<file path="src/rtl/pc_unit_pkg.sv">
// Shared constants for the NPC program-counter stage: datapath width,
// boot address and the sequencing FSM state encoding.
package pc_unit_pkg;

    localparam int          RISCV_XLEN = 32;
    localparam logic [31:0] RESET_PC   = 32'h8000_0000;

    typedef enum logic [1:0] {
        S_BOOT = 2'd0,
        S_REQ  = 2'd1,
        S_EXEC = 2'd2,
        S_HALT = 2'd3
    } pc_state_t;

endpackage

</file>
<file path="src/rtl/pc_unit_if.sv">
// Fetch request channel between the PC stage (master) and the IFU (slave).
interface pc_unit_if #(
    parameter int XLEN = 32
) ();

    logic            ifu_req_valid;
    logic            ifu_req_ready;
    logic [XLEN-1:0] pc;
    logic [XLEN-1:0] pc_plus4;

    modport master (
        output ifu_req_valid,
        output pc,
        output pc_plus4,
        input  ifu_req_ready
    );

    modport slave (
        input  ifu_req_valid,
        input  pc,
        input  pc_plus4,
        output ifu_req_ready
    );

endinterface

</file>
<file path="src/rtl/pc_unit_pc_next_calc.sv">
// Next-PC target selection (JALR > JAL > taken branch > sequential) and the
// word-alignment check on the selected target.
module pc_next_calc #(
    parameter int XLEN = 32
) (
    input  logic [XLEN-1:0] pc,
    input  logic [XLEN-1:0] imm,
    input  logic [XLEN-1:0] rs1,
    input  logic            is_branch,
    input  logic            is_jal,
    input  logic            is_jalr,
    input  logic            br_taken,
    output logic [XLEN-1:0] target,
    output logic            misalign
);

    logic [XLEN-1:0] jalr_sum;

    always_comb begin
        jalr_sum = rs1 + imm;
        target   = pc + XLEN'(4);
        if (is_jalr) begin
            target = {jalr_sum[XLEN-1:1], 1'b0};
        end else if (is_jal || (is_branch && br_taken)) begin
            target = pc + imm;
        end
    end

    // Bit 0 is never checked: JALR clears it and other immediates are even.
    assign misalign = target[1];

endmodule

</file>
<file path="src/rtl/pc_unit.sv">
// Program-counter stage: issues one fetch per instruction, waits for
// write-back, then commits the next PC or halts.
//
// state  | meaning
// S_BOOT | one idle cycle after reset release
// S_REQ  | fetch request outstanding, pc held stable
// S_EXEC | instruction in flight, waiting for exu_done
// S_HALT | stopped (ebreak or misaligned target), only rst leaves
module pc_unit #(
    parameter int                XLEN     = pc_unit_pkg::RISCV_XLEN,
    parameter logic [XLEN-1:0]   RESET_PC = XLEN'(pc_unit_pkg::RESET_PC)
) (
    input  logic              clk,
    input  logic              rst,
    pc_unit_if.master         ifu,
    input  logic              exu_done,
    input  logic              is_branch,
    input  logic              is_jal,
    input  logic              is_jalr,
    input  logic              BrJp,
    input  logic [XLEN-1:0]   imm,
    input  logic [XLEN-1:0]   rs1,
    input  logic              halt_req,
    output logic              misalign,
    output logic              halted,
    output logic [63:0]       retire_cnt
);

    import pc_unit_pkg::*;

    pc_state_t       state, state_nxt;
    logic [XLEN-1:0] pc_q, pc_nxt;
    logic [XLEN-1:0] target;
    logic            target_misalign;
    logic            retire_inc;
    logic            misalign_nxt;

    pc_next_calc #(.XLEN(XLEN)) u_next_calc (
        .pc        (pc_q),
        .imm       (imm),
        .rs1       (rs1),
        .is_branch (is_branch),
        .is_jal    (is_jal),
        .is_jalr   (is_jalr),
        .br_taken  (BrJp),
        .target    (target),
        .misalign  (target_misalign)
    );

    always_ff @(posedge clk or posedge rst) begin
        if (rst) begin
            state      <= S_BOOT;
            pc_q       <= RESET_PC;
            retire_cnt <= 64'd0;
            misalign   <= 1'b0;
        end else begin
            state      <= state_nxt;
            pc_q       <= pc_nxt;
            retire_cnt <= retire_cnt + 64'(retire_inc);
            misalign   <= misalign_nxt;
        end
    end

    always_comb begin
        state_nxt    = state;
        pc_nxt       = pc_q;
        retire_inc   = 1'b0;
        misalign_nxt = 1'b0;
        case (state)
            S_BOOT: state_nxt = S_REQ;
            S_REQ: begin
                if (ifu.ifu_req_ready) state_nxt = S_EXEC;
            end
            S_EXEC: begin
                if (exu_done) begin
                    // ebreak retires but keeps pc, regardless of any jump flags
                    if (halt_req) begin
                        state_nxt  = S_HALT;
                        retire_inc = 1'b1;
                    end else if (target_misalign) begin
                        state_nxt    = S_HALT;
                        misalign_nxt = 1'b1;
                    end else begin
                        state_nxt  = S_REQ;
                        pc_nxt     = target;
                        retire_inc = 1'b1;
                    end
                end
            end
            S_HALT: state_nxt = S_HALT;
            default: state_nxt = S_BOOT;
        endcase
    end

    always_comb begin
        ifu.ifu_req_valid = (state == S_REQ);
        halted            = (state == S_HALT);
        ifu.pc            = pc_q;
        ifu.pc_plus4      = pc_q + XLEN'(4);
    end

    a_no_done_in_req: assert property (@(posedge clk) disable iff (rst)
        !(state == S_REQ && exu_done));

endmodule

</file>
<file path="src/flat_wrapper.sv">
// flat-port wrapper written by rule: the top's interface ports become plain ports
module pc_unit_flat import pc_unit_pkg::*;
#(
    parameter int                XLEN     = pc_unit_pkg::RISCV_XLEN,
    parameter logic [XLEN-1:0]   RESET_PC = XLEN'(pc_unit_pkg::RESET_PC)
)
  (clk, rst, exu_done, is_branch, is_jal, is_jalr, BrJp, imm, rs1, halt_req, misalign, halted, retire_cnt, ifu_ifu_req_valid, ifu_pc, ifu_pc_plus4, ifu_ifu_req_ready);
  pc_unit_if #(.XLEN(XLEN)) ifu_i ();
  input  logic clk;
  input  logic rst;
  input  logic exu_done;
  input  logic is_branch;
  input  logic is_jal;
  input  logic is_jalr;
  input  logic BrJp;
  input  logic [XLEN-1:0] imm;
  input  logic [XLEN-1:0] rs1;
  input  logic halt_req;
  output logic misalign;
  output logic halted;
  output logic [63:0] retire_cnt;
  output wire logic [$bits(ifu_i.ifu_req_valid)-1:0] ifu_ifu_req_valid;
  output wire logic [$bits(ifu_i.pc)-1:0] ifu_pc;
  output wire logic [$bits(ifu_i.pc_plus4)-1:0] ifu_pc_plus4;
  input wire logic [$bits(ifu_i.ifu_req_ready)-1:0] ifu_ifu_req_ready;
  assign ifu_ifu_req_valid = ifu_i.ifu_req_valid;
  assign ifu_pc = ifu_i.pc;
  assign ifu_pc_plus4 = ifu_i.pc_plus4;
  assign ifu_i.ifu_req_ready = ifu_ifu_req_ready;
  pc_unit #(.XLEN(XLEN), .RESET_PC(RESET_PC)) u_core (.clk(clk), .rst(rst), .ifu(ifu_i), .exu_done(exu_done), .is_branch(is_branch), .is_jal(is_jal), .is_jalr(is_jalr), .BrJp(BrJp), .imm(imm), .rs1(rs1), .halt_req(halt_req), .misalign(misalign), .halted(halted), .retire_cnt(retire_cnt));
endmodule
</file>
<file path="config.mk">
export PLATFORM = sky130hd
export DESIGN_NAME = pc_unit_flat
export DESIGN_NICKNAME = d
export VERILOG_FILES = /design/src/rtl/pc_unit_pkg.sv /design/src/rtl/pc_unit_if.sv /design/src/rtl/pc_unit_pc_next_calc.sv /design/src/rtl/pc_unit.sv /design/src/flat_wrapper.sv
export SDC_FILE = /design/constraint.sdc
export NUM_CORES = 1
export LEC_CHECK = 0
export ABC_AREA = 1
export CELL_PAD_IN_SITES_DETAIL_PLACEMENT = 1
export CELL_PAD_IN_SITES_GLOBAL_PLACEMENT = 1
export CORE_MARGIN = 8
export CORE_UTILIZATION = 40
export DETAILED_ROUTE_END_ITERATION = 10
export PLACE_DENSITY_LB_ADDON = 0.1
export SLEW_MARGIN = 30
export SYNTH_ARGS = -nofsm -noshare
export SYNTH_HDL_FRONTEND = slang
export SYNTH_SLANG_ARGS = --single-unit
</file>
<file path="constraint.sdc">
create_clock -name clk -period 9.8 [get_ports clk]
set_clock_uncertainty 0.15 [all_clocks]
set_input_delay 1.96 -clock clk [delete_from_list [all_inputs] [get_ports clk]]
set_output_delay 1.96 -clock clk [all_outputs]
set_load 0.01 [all_outputs]
</file>
==> key figures, run 1 <==
Global route
  • Overall Global Routing Usage: 29.4%
  • First-pass GRT wire length: 72.4 mm
  • Grt total ovfl: 0
  • Largest net degree at the start of global routing: 61
  • Number of global-route vias before repair: 12900
  • Initial antenna violation count: 0

Worst hold path
  • Hold depth: 2
  • Hold Path End: u_core.ifu.pc[31]
  • Worst Hold Launch: u_core.ifu.pc[31]
  • Worst min path class: flip-flop to flip-flop

STA
  • Hold Fails Final Rpt: 0
  • Final setup viols: 0
  • Setup_tns: 0 ns
  • RSZ-0062 raised after global routing: no
  • Post-route minimum period: 5.30 ns
  • Slew margin rel.: 42.8%
  • Highest clock rate: 189 MHz
  • Tcrit/Tclk final: 54.1%
  • Count of final max-slew check failures: 0
  • Worst-margin pin slew: 0.858 ns

Place
  • Placed insts: 2277
  • Hpwl dp: 39.8 mm
  • Final GP Congestion: 0.948
  • PortBufs: 201

Clocking
  • Max Buffers Root-to-Sink: 2
  • Setup bufs post-CTS: 0
  • Hold-fix buffers, CTS: 0
  • H-tree depth: 3
  • Post-CTS sizing: 0
  • CTS tree: yes
  • Inserted Clock Buffers: 9
  • CTS Sinks: 98
  • CTS root buf: clkbuf_16
  • Clk_lat worst skew: 0.37 ns
  • Clock slew seen by the registers of the worst setup and hold paths: 0.08 ns

Synthesis
  • Yosys Warn Count: 0
  • Yosys top cell by area: dfrtp_1
  • Yosys cell types: 45
  • EDFF count, synth: 0
  • Yosys top cell area share: 22.9%
  • Syn avg cell area: 6.03 µm²
  • Synth area leaders: dfrtp_1 (23%), nand2_1 (21%), inv_1 (9.7%)
  • Register area share after synthesis: 23.2%
  • Synthesized area: 10600 µm²
  • Top FF cell, synth: dfrtp_1
  • Async S/R FF share, synth: 100%
  • Yosys reg bits: 98
  • Post-synthesis instance total: 1756

Pwr
  • PwrDens: 102 nW/µm²
  • Seq pwr share: 32.9%
  • Comb pwr share: 38.1%
  • Worst VDD drop: 93.2 µV
  • Internal Power: 815 µW
  • Leakage power: 6.93 nW
  • Net Switching: 539 µW
  • Clock Power Share: 29.0%
  • Sw Ratio: 39.8%

Run
  • Number of max-cap violations: 0

Status
  • Status: completed

Worst setup path
  • Reg2Reg Capture Point: u_core.retire_cnt[42]
  • Most used cell, CP: nor2_1
  • Critical path arrival: 5.43 ns
  • Critical Path, Cell by Cell: clkdlybuf4s50_1, buf_4, inv_2, nand3_1, nand2_1, inv_1, nor2_1, nor2_1, ha_1, ha_1, nand2_1, nor3_4, inv_2, nor2_8, nand3_4, nor2_4, nand3_4, nor2_1, xor2_1
  • Reg-to-reg slack, setup: 6.44 ns
  • Worst Path Max Fanout: 37
  • Reg2Reg Depth: 18
  • Nature of the critical path startpoint: input port
  • Critical path origin: is_jalr
  • Critical path required time: 9.93 ns
  • CP endpoint kind: flip-flop
  • FF-to-FF Start: u_core.ifu.pc[0]
  • Critical path type: input port to flip-flop
  • Max incr delay on CP: 0.46 ns
  • Slowest-stage cell, CP: clkdlybuf4s50_1

Floorplan
  • Cell Rows: 59
  • Die Wd: 179 µm
  • Starting Density: 40.6%
  • Die height: 179 µm
  • Die area: 31900 µm²
  • CORE AREA: 26100 µm²
  • Io pins: 204

Detailed routing
  • Vias: 12400
  • # DRC: 0
  • WL/cell: 20.5 µm
  • Final wirelength: 47.0 mm
  • DRT Pass-1 Iters: 5
  • Final ANT Viol Nets: 0
  • Vias/cell: 5.40
  • Initial drt markers: 781

Layout
  • Non-filler instance count after layout: 2293
  • Ant diodes: 0
  • Layout area overhead: 25.4%
  • Ratio of cells with drive above 1 in the final layout: 3.01%
  • Nets@finish: 2091
[kinds of logic (layout without fill, tap and decap cells)]
| kind of cell | count (synthesis) | in the layout | synth area share (%) |
|---|---|---|---|
| simple gates | 1052 | 1052 | 42.9 |
| buf+inv | 297 | 498 | 10.7 |
| compound gates | 147 | 147 | 7.43 |
| flops | 98 | 98 | 23.2 |
| xor+xnor | 96 | 96 | 7.94 |
| fa+ha+maj | 65 | 65 | 7.75 |
| other cells | 1 | 2 | 0.0354 |
[Yosys cell counts, types with 2 or more instances]
library cell and count:
a21oi_1 73, nor2_2 4, ha_1 64, nor3_2 2, nor3_4 2, nand3_2 2
xnor2_1 28, clkbuf_1 9, nand3b_1 12, or2_2 6, nor2_4 5, nor4_1 7
buf_4 3, o211ai_1 4, nand4_1 40, o21ai_0 48, nor3_1 43, xor2_1 68
o22ai_1 4, o21bai_1 6, a21o_1 4, nand2_4 3, buf_2 8, a31oi_1 5
nand3_1 131, nor2_1 185, nand2_1 599, nand3_4 2, inv_2 2, inv_1 274
nor3b_1 2, dfrtp_1 97, nand2_2 2
[sequential cells by signal, indices dropped and copies added, names as in the netlist]
register / cells
u_core.retire_cnt: 64
u_core.ifu.pc: 31
u_core.state: 2
u_core.misalign: 1
[critical path: cells and delay by family]
family        cells  cell delay (ns)
buf+inv           5             1.40
simple gates     11             1.44
xor+xnor          1             0.18
fa+ha+maj         2             0.42
[cells in the final DEF, fill, tap and decap left out, drive strengths merged, types with 47 or more instances in the layout]
master,synthesis,routed
nand2,604,604
inv,276,281
clkdlybuf4s50,0,201
nor2,195,195
nand3,135,135
dfrtp,97,97
a21oi,73,73
xor2,68,68
ha,64,64
o21ai,49,49
nor3,47,47
[routing by layer]
layer  track usage [%]  wire length, µm  up-vias
li1                  -                -     5948
met1              36.7            20300     5912
met2              48.2            21500      409
met3              4.70             2790      109
met4              15.2             2480        0
met5                 0                0        -
[power groups by stage]
stage          clock [mW]  combinational (mW)  sequential [mW]
2_1_floorplan           0               0.293            0.447
3_3_place_gp            0               0.498            0.452
3_5_place_dp            0               0.510            0.453
4_1_cts             0.395               0.514            0.445
5_1_grt             0.408               0.567            0.447
6_report            0.392               0.516            0.446
[worst max-delay path by stage]
stage	slack, ns	cells after the start	end
after floorplan	5.13	1	u_core.ifu.pc[0]
after global placement	4.30	19	u_core.retire_cnt[58]
after detailed placement	4.15	19	u_core.retire_cnt[42]
after CTS	4.49	19	u_core.retire_cnt[42]
after global routing	4.24	19	u_core.retire_cnt[42]
final	4.50	19	u_core.retire_cnt[42]
[area by class of cell]
type,instances,area [µm²]
Inverter,276,1040
Timing Repair Buffer,206,2050
Multi-Input combinational cell,1362,7010
Sequential cell,98,2450
Tap cell,335,419
Fill cell,3598,12800
Clock inverter,7,88.8
Clock buffer,9,225
[metrics by stage]
stage / cell area [µm²] / hold slack (ns) / utilization [%] / power [mW] / setup WS, ns
finish: 13300 / 0.365 / 51.0 / 1.35 / 4.50
global route: 13300 / 0.380 / 51.0 / 1.42 / 4.24
CTS: 13300 / 0.365 / 50.9 / 1.35 / 4.49
detailed placement: 13000 / 0.352 / 49.7 / 0.963 / 4.15
global placement: 13000 / 0.337 / 49.7 / 0.950 / 4.30
floorplan: 10600 / 0.345 / - / 0.740 / 5.13
(Power assumes the default switching activity.)
==> inputs of run 2 (changes only) <==
Settings changed: CORE_UTILIZATION 40 to 37.
Clock period 9.8 ns to 5.2 ns, I/O delays scaled along.
==> key figures, run 2 (same netlist as run 1, synthesis figures left out) <==
Worst setup path
  • Worst Path Max Fanout: 6
  • CP endpoint kind: output port
  • Critical path required time: 4.01 ns
  • Critical path arrival: 2.95 ns
  • Critical path type: flip-flop to output port
  • Nature of the critical path startpoint: flip-flop

Pwr
  • Worst VDD drop: 150 µV
  • Clock Power Share: 29.2%
  • Tot Pwr: 2.56 mW
  • Internal Power: 1.54 mW
  • Comb pwr share: 38.0%
  • Sw Ratio: 40.0%
  • Seq pwr share: 32.8%
  • Net Switching: 1.03 mW
  • Leakage power: 6.94 nW
  • PwrDens: 192 nW/µm²

Clocking
  • CTS root buf: clkbuf_16
  • Inserted Clock Buffers: 9
  • Clock slew seen by the registers of the worst setup and hold paths: 0.08 ns
  • Clk_lat worst skew: 0.36 ns
  • CTS Sinks: 98
  • H-tree depth: 3
  • Hold-fix buffers, CTS: 0
  • Post-CTS sizing: 0
  • Max Buffers Root-to-Sink: 2
  • CTS tree: yes
  • Setup bufs post-CTS: 0

Global route
  • Grt total ovfl: 0
  • Overall Global Routing Usage: 28.2%
  • Largest net degree at the start of global routing: 42
  • Initial antenna violation count: 0
  • Number of global-route vias before repair: 12800
  • First-pass GRT wire length: 74.6 mm

Layout
  • Layout area overhead: 26.2%
  • Ant diodes: 0
  • Most frequent cells in the layout: nand2_1 (599), inv_1 (272), clkdlybuf4s50_1 (201), nor2_1 (185), nand3_1 (131)
  • Nets@finish: 2094
  • Footprint of the multi-input gates: 7000 µm²
  • Largest reg by FF count: u_core.retire_cnt
  • Non-filler instance count after layout: 2345
  • # fillers: 3921
  • Commonest non-fill, non-tap cell in the layout: nand2_1
  • Max FFs per register: 64
  • Seq. cell area: 2450 µm²
  • Ratio of cells with drive above 1 in the final layout: 3.11%

STA
  • Worst-margin pin slew: 0.684 ns
  • Hold Fails Final Rpt: 0
  • Post-route minimum period: 4.14 ns
  • Setup_tns: 0 ns
  • Final setup viols: 0
  • Slew margin rel.: 54.3%
  • Tcrit/Tclk final: 79.6%
  • Highest clock rate: 242 MHz
  • Tightest hold margin: 0.377 ns
  • Count of final max-slew check failures: 0
  • RSZ-0062 raised after global routing: no

Floorplan
  • Cell Rows: 62
  • Die height: 185 µm
  • Die Wd: 185 µm
  • CORE AREA: 28500 µm²
  • Die area: 34300 µm²
  • Io pins: 204
  • Starting Density: 37.2%

Detailed routing
  • Final wirelength: 48.7 mm
  • # DRC: 0
  • Vias: 12500
  • Vias/cell: 5.31
  • Initial drt markers: 882
  • WL/cell: 20.8 µm
  • DRT Pass-1 Iters: 5
  • Final ANT Viol Nets: 0

Place
  • Placed insts: 2329
  • Final GP Congestion: 0.925
  • PortBufs: 201
  • Hpwl dp: 41.0 mm

Worst hold path
  • Worst min path class: flip-flop to flip-flop

Run
  • Number of max-cap violations: 0

Status
  • Status: completed
==> run 2: area by class of cell <==
class / instances / area share, %
Clock buffer: 9 / 1.68
Clock inverter: 7 / 0.711
Inverter: 276 / 7.77
Multi-Input combinational cell: 1362 / 52.4
Sequential cell: 98 / 18.4
Tap cell: 384 / 3.59
Timing Repair Buffer: 209 / 15.5
==> run 2: path summary, 6_finish.rpt <==
kind,startpoint,end,slack [ns],depth (start not counted)
worst max-delay path,u_core.ifu.pc[3],ifu_pc_plus4[18],1.06,7
worst min-delay path,u_core.retire_cnt[61],u_core.retire_cnt[61],0.38,1
worst max register to register,u_core.ifu.pc[0],u_core.retire_cnt[42],1.94,18
worst min register to register,u_core.retire_cnt[61],u_core.retire_cnt[61],0.38,1
max in group asynchronous,rst,u_core.retire_cnt[10],3.11,3
min in group asynchronous,rst,u_core.retire_cnt[61],0.91,2
==> run 2: power by group through the flow <==
stage | Clock (mW) | Combinational (mW) | Sequential, mW
detailed placement | 0 | 0.968 | 0.854
finish | 0.749 | 0.975 | 0.840
global placement | 0 | 0.945 | 0.854
global route | 0.785 | 1.08 | 0.843
floorplan | 0 | 0.553 | 0.842
CTS | 0.757 | 0.973 | 0.839
==> run 2: worst max-delay path: stages (launching register included) <==
cell and delay [ns]:
dfrtp_1 0.48, ha_1 0.23, nand2_1 0.10, nor2_1 0.43, nand2_1 0.24, nor2_1 0.18
xor2_1 0.32, clkdlybuf4s50_1 0.61
==> run 2: per-layer routing <==
| layer | wire length [µm] | vias to the layer above | track usage [%] | share of wire, % |
|---|---|---|---|---|
| li1 | - | 5951 | - | - |
| met1 | 22900 | 6031 | 39.4 | 47 |
| met2 | 21500 | 425 | 44.9 | 44 |
| met3 | 3140 | 53 | 4.18 | 6.5 |
| met4 | 1210 | 0 | 7.23 | 2.5 |
| met5 | 0 | - | 0 | 0 |
==> run 2: through the flow <==
step | utilization (%) | setup WS [ns] | instance area [µm²]
2_1_floorplan | - | 1.45 | 10600
3_3_place_gp | 45.8 | 0.861 | 13000
3_5_place_dp | 45.8 | 0.754 | 13000
4_1_cts | 46.9 | 1.07 | 13400
5_1_grt | 46.9 | 0.893 | 13400
6_report | 46.9 | 1.06 | 13400
==> inputs of run 3 (changes only) <==
Settings changed: CORE_UTILIZATION 37 to 33.
Clock period 5.2 ns to 3.7 ns, I/O delays scaled along.
==> key figures, run 3 (same netlist as run 1, synthesis figures left out) <==
Worst hold path
  • Hold depth: 1
  • Worst min path class: flip-flop to flip-flop
  • Worst Hold Launch: u_core.retire_cnt[61]
  • Hold Path End: u_core.retire_cnt[61]

STA
  • Worst-margin pin slew: 0.680 ns
  • Tcrit/Tclk final: 96.9%
  • Slew margin rel.: 54.3%
  • Post-route minimum period: 3.59 ns
  • Hold Fails Final Rpt: 0
  • Highest clock rate: 279 MHz
  • Count of final max-slew check failures: 0
  • RSZ-0062 raised after global routing: no
  • Final setup viols: 0

Worst setup path
  • CP endpoint kind: output port
  • Nature of the critical path startpoint: flip-flop
  • Reg2Reg Capture Point: u_core.retire_cnt[58]
  • Critical path type: flip-flop to output port
  • FF-to-FF Start: u_core.ifu.pc[0]
  • Reg-to-reg slack, setup: 0.59 ns
  • Critical path required time: 2.81 ns
  • Worst Path Max Fanout: 5
  • Reg2Reg Depth: 18
  • Critical path arrival: 2.70 ns

Floorplan
  • Io pins: 204
  • Die Wd: 195 µm
  • Die height: 195 µm
  • Cell Rows: 65
  • Starting Density: 33.6%
  • Die area: 38100 µm²
  • CORE AREA: 31600 µm²

Detailed routing
  • WL/cell: 20.8 µm
  • # DRC: 0
  • Final wirelength: 50.3 mm
  • Final ANT Viol Nets: 0
  • Vias: 12600
  • Vias/cell: 5.20
  • DRT Pass-1 Iters: 5
  • Initial drt markers: 718

Clocking
  • H-tree depth: 3
  • CTS tree: yes
  • CTS root buf: clkbuf_16
  • Clock slew seen by the registers of the worst setup and hold paths: 0.08 ns
  • Max Buffers Root-to-Sink: 2
  • Clk_lat worst skew: 0.37 ns
  • Inserted Clock Buffers: 9
  • CTS Sinks: 98
  • Hold-fix buffers, CTS: 0

Global route
  • First-pass GRT wire length: 76.8 mm
  • Largest net degree at the start of global routing: 99
  • Number of global-route vias before repair: 12900
  • Grt total ovfl: 0
  • Overall Global Routing Usage: 26.0%
  • Initial antenna violation count: 0

Layout
  • # fillers: 4235
  • Utilization after layout: 43.9%
  • Most frequent cells in the layout: nand2_1 (596), inv_1 (271), clkdlybuf4s50_1 (199), nor2_1 (183), nand3_1 (131)
  • Non-filler instance count after layout: 2419
  • Commonest non-fill, non-tap cell in the layout: nand2_1
  • Max FFs per register: 64
  • Largest reg by FF count: u_core.retire_cnt
  • Seq. cell area: 2460 µm²
  • Footprint of the multi-input gates: 7050 µm²
  • Finished Cell Area: 13900 µm²
  • Ant diodes: 0
  • Nets@finish: 2150
  • Ratio of cells with drive above 1 in the final layout: 6.35%
  • Layout area overhead: 30.9%

Status
  • Status: completed

Place
  • Placed insts: 2394
  • PortBufs: 201
  • Hpwl dp: 42.5 mm
  • Placed inst area: 13400 µm²
  • Final GP Congestion: 0.942

Pwr
  • PwrDens: 260 nW/µm²
  • Worst VDD drop: 226 µV
  • Leakage power: 7.27 nW

Run
  • Number of max-cap violations: 0
run 3: report_power, final:
part           switching [mW]  internal [mW]  total [mW]
clock                   0.523          0.490        1.01
combinational           0.883          0.540        1.42
sequential             0.0636           1.10        1.17
run 3: cell type report:
class | count | area share [%]
Timing Repair Buffer | 265 | 18.2
Tap cell | 402 | 3.63
Inverter | 276 | 7.51
Clock buffer | 11 | 1.75
Sequential cell | 98 | 17.7
Multi-Input combinational cell | 1362 | 50.9
Clock inverter | 5 | 0.334
run 3: worst max-delay path, cell delays in order (launching register included):
cell and delay, ns:
dfrtp_1 0.42, nand2_1 0.23, nor2_1 0.21, nand2_1 0.19, nor2_2 0.21, nand3_1 0.12
xor2_1 0.32, clkdlybuf4s50_1 0.62
run 3: repair_timing:
action,CTS,global route
setup buffers,0,9
resized for setup,0,19
hold endpoints to repair,0,0
setup endpoints to repair,0,30
run 3: worst max path at each step:
stage / from / to / depth (start not counted)
2_1_floorplan: rst / u_core.ifu.pc[0] / 1
3_3_place_gp: imm[0] / u_core.retire_cnt[58] / 20
3_5_place_dp: imm[0] / u_core.retire_cnt[58] / 20
4_1_cts: u_core.ifu.pc[3] / ifu_pc_plus4[20] / 10
5_1_grt: u_core.ifu.pc[2] / ifu_pc_plus4[20] / 10
6_report: u_core.ifu.pc[5] / ifu_pc_plus4[19] / 7
run 3: stage by stage:
stage          hold slack [ns]  TNS [ns]  worst slack [ns]  power [mW]
6_report                 0.365         0             0.114        3.60
2_1_floorplan            0.345         0             0.250        1.96
5_1_grt                  0.387         0           0.00167        3.80
4_1_cts                  0.377         0            0.0103        3.61
3_5_place_dp             0.363     -4.96            -0.334        2.59
3_3_place_gp             0.341     -1.50            -0.167        2.56
run 3: layer usage:
| layer | global-route usage, % | wire length, µm |
|---|---|---|
| met2 | 39.7 | 21100 |
| met1 | 36.7 | 24900 |
| met5 | 0 | 0 |
| met4 | 8.31 | 1400 |
| met3 | 4.35 | 2840 |
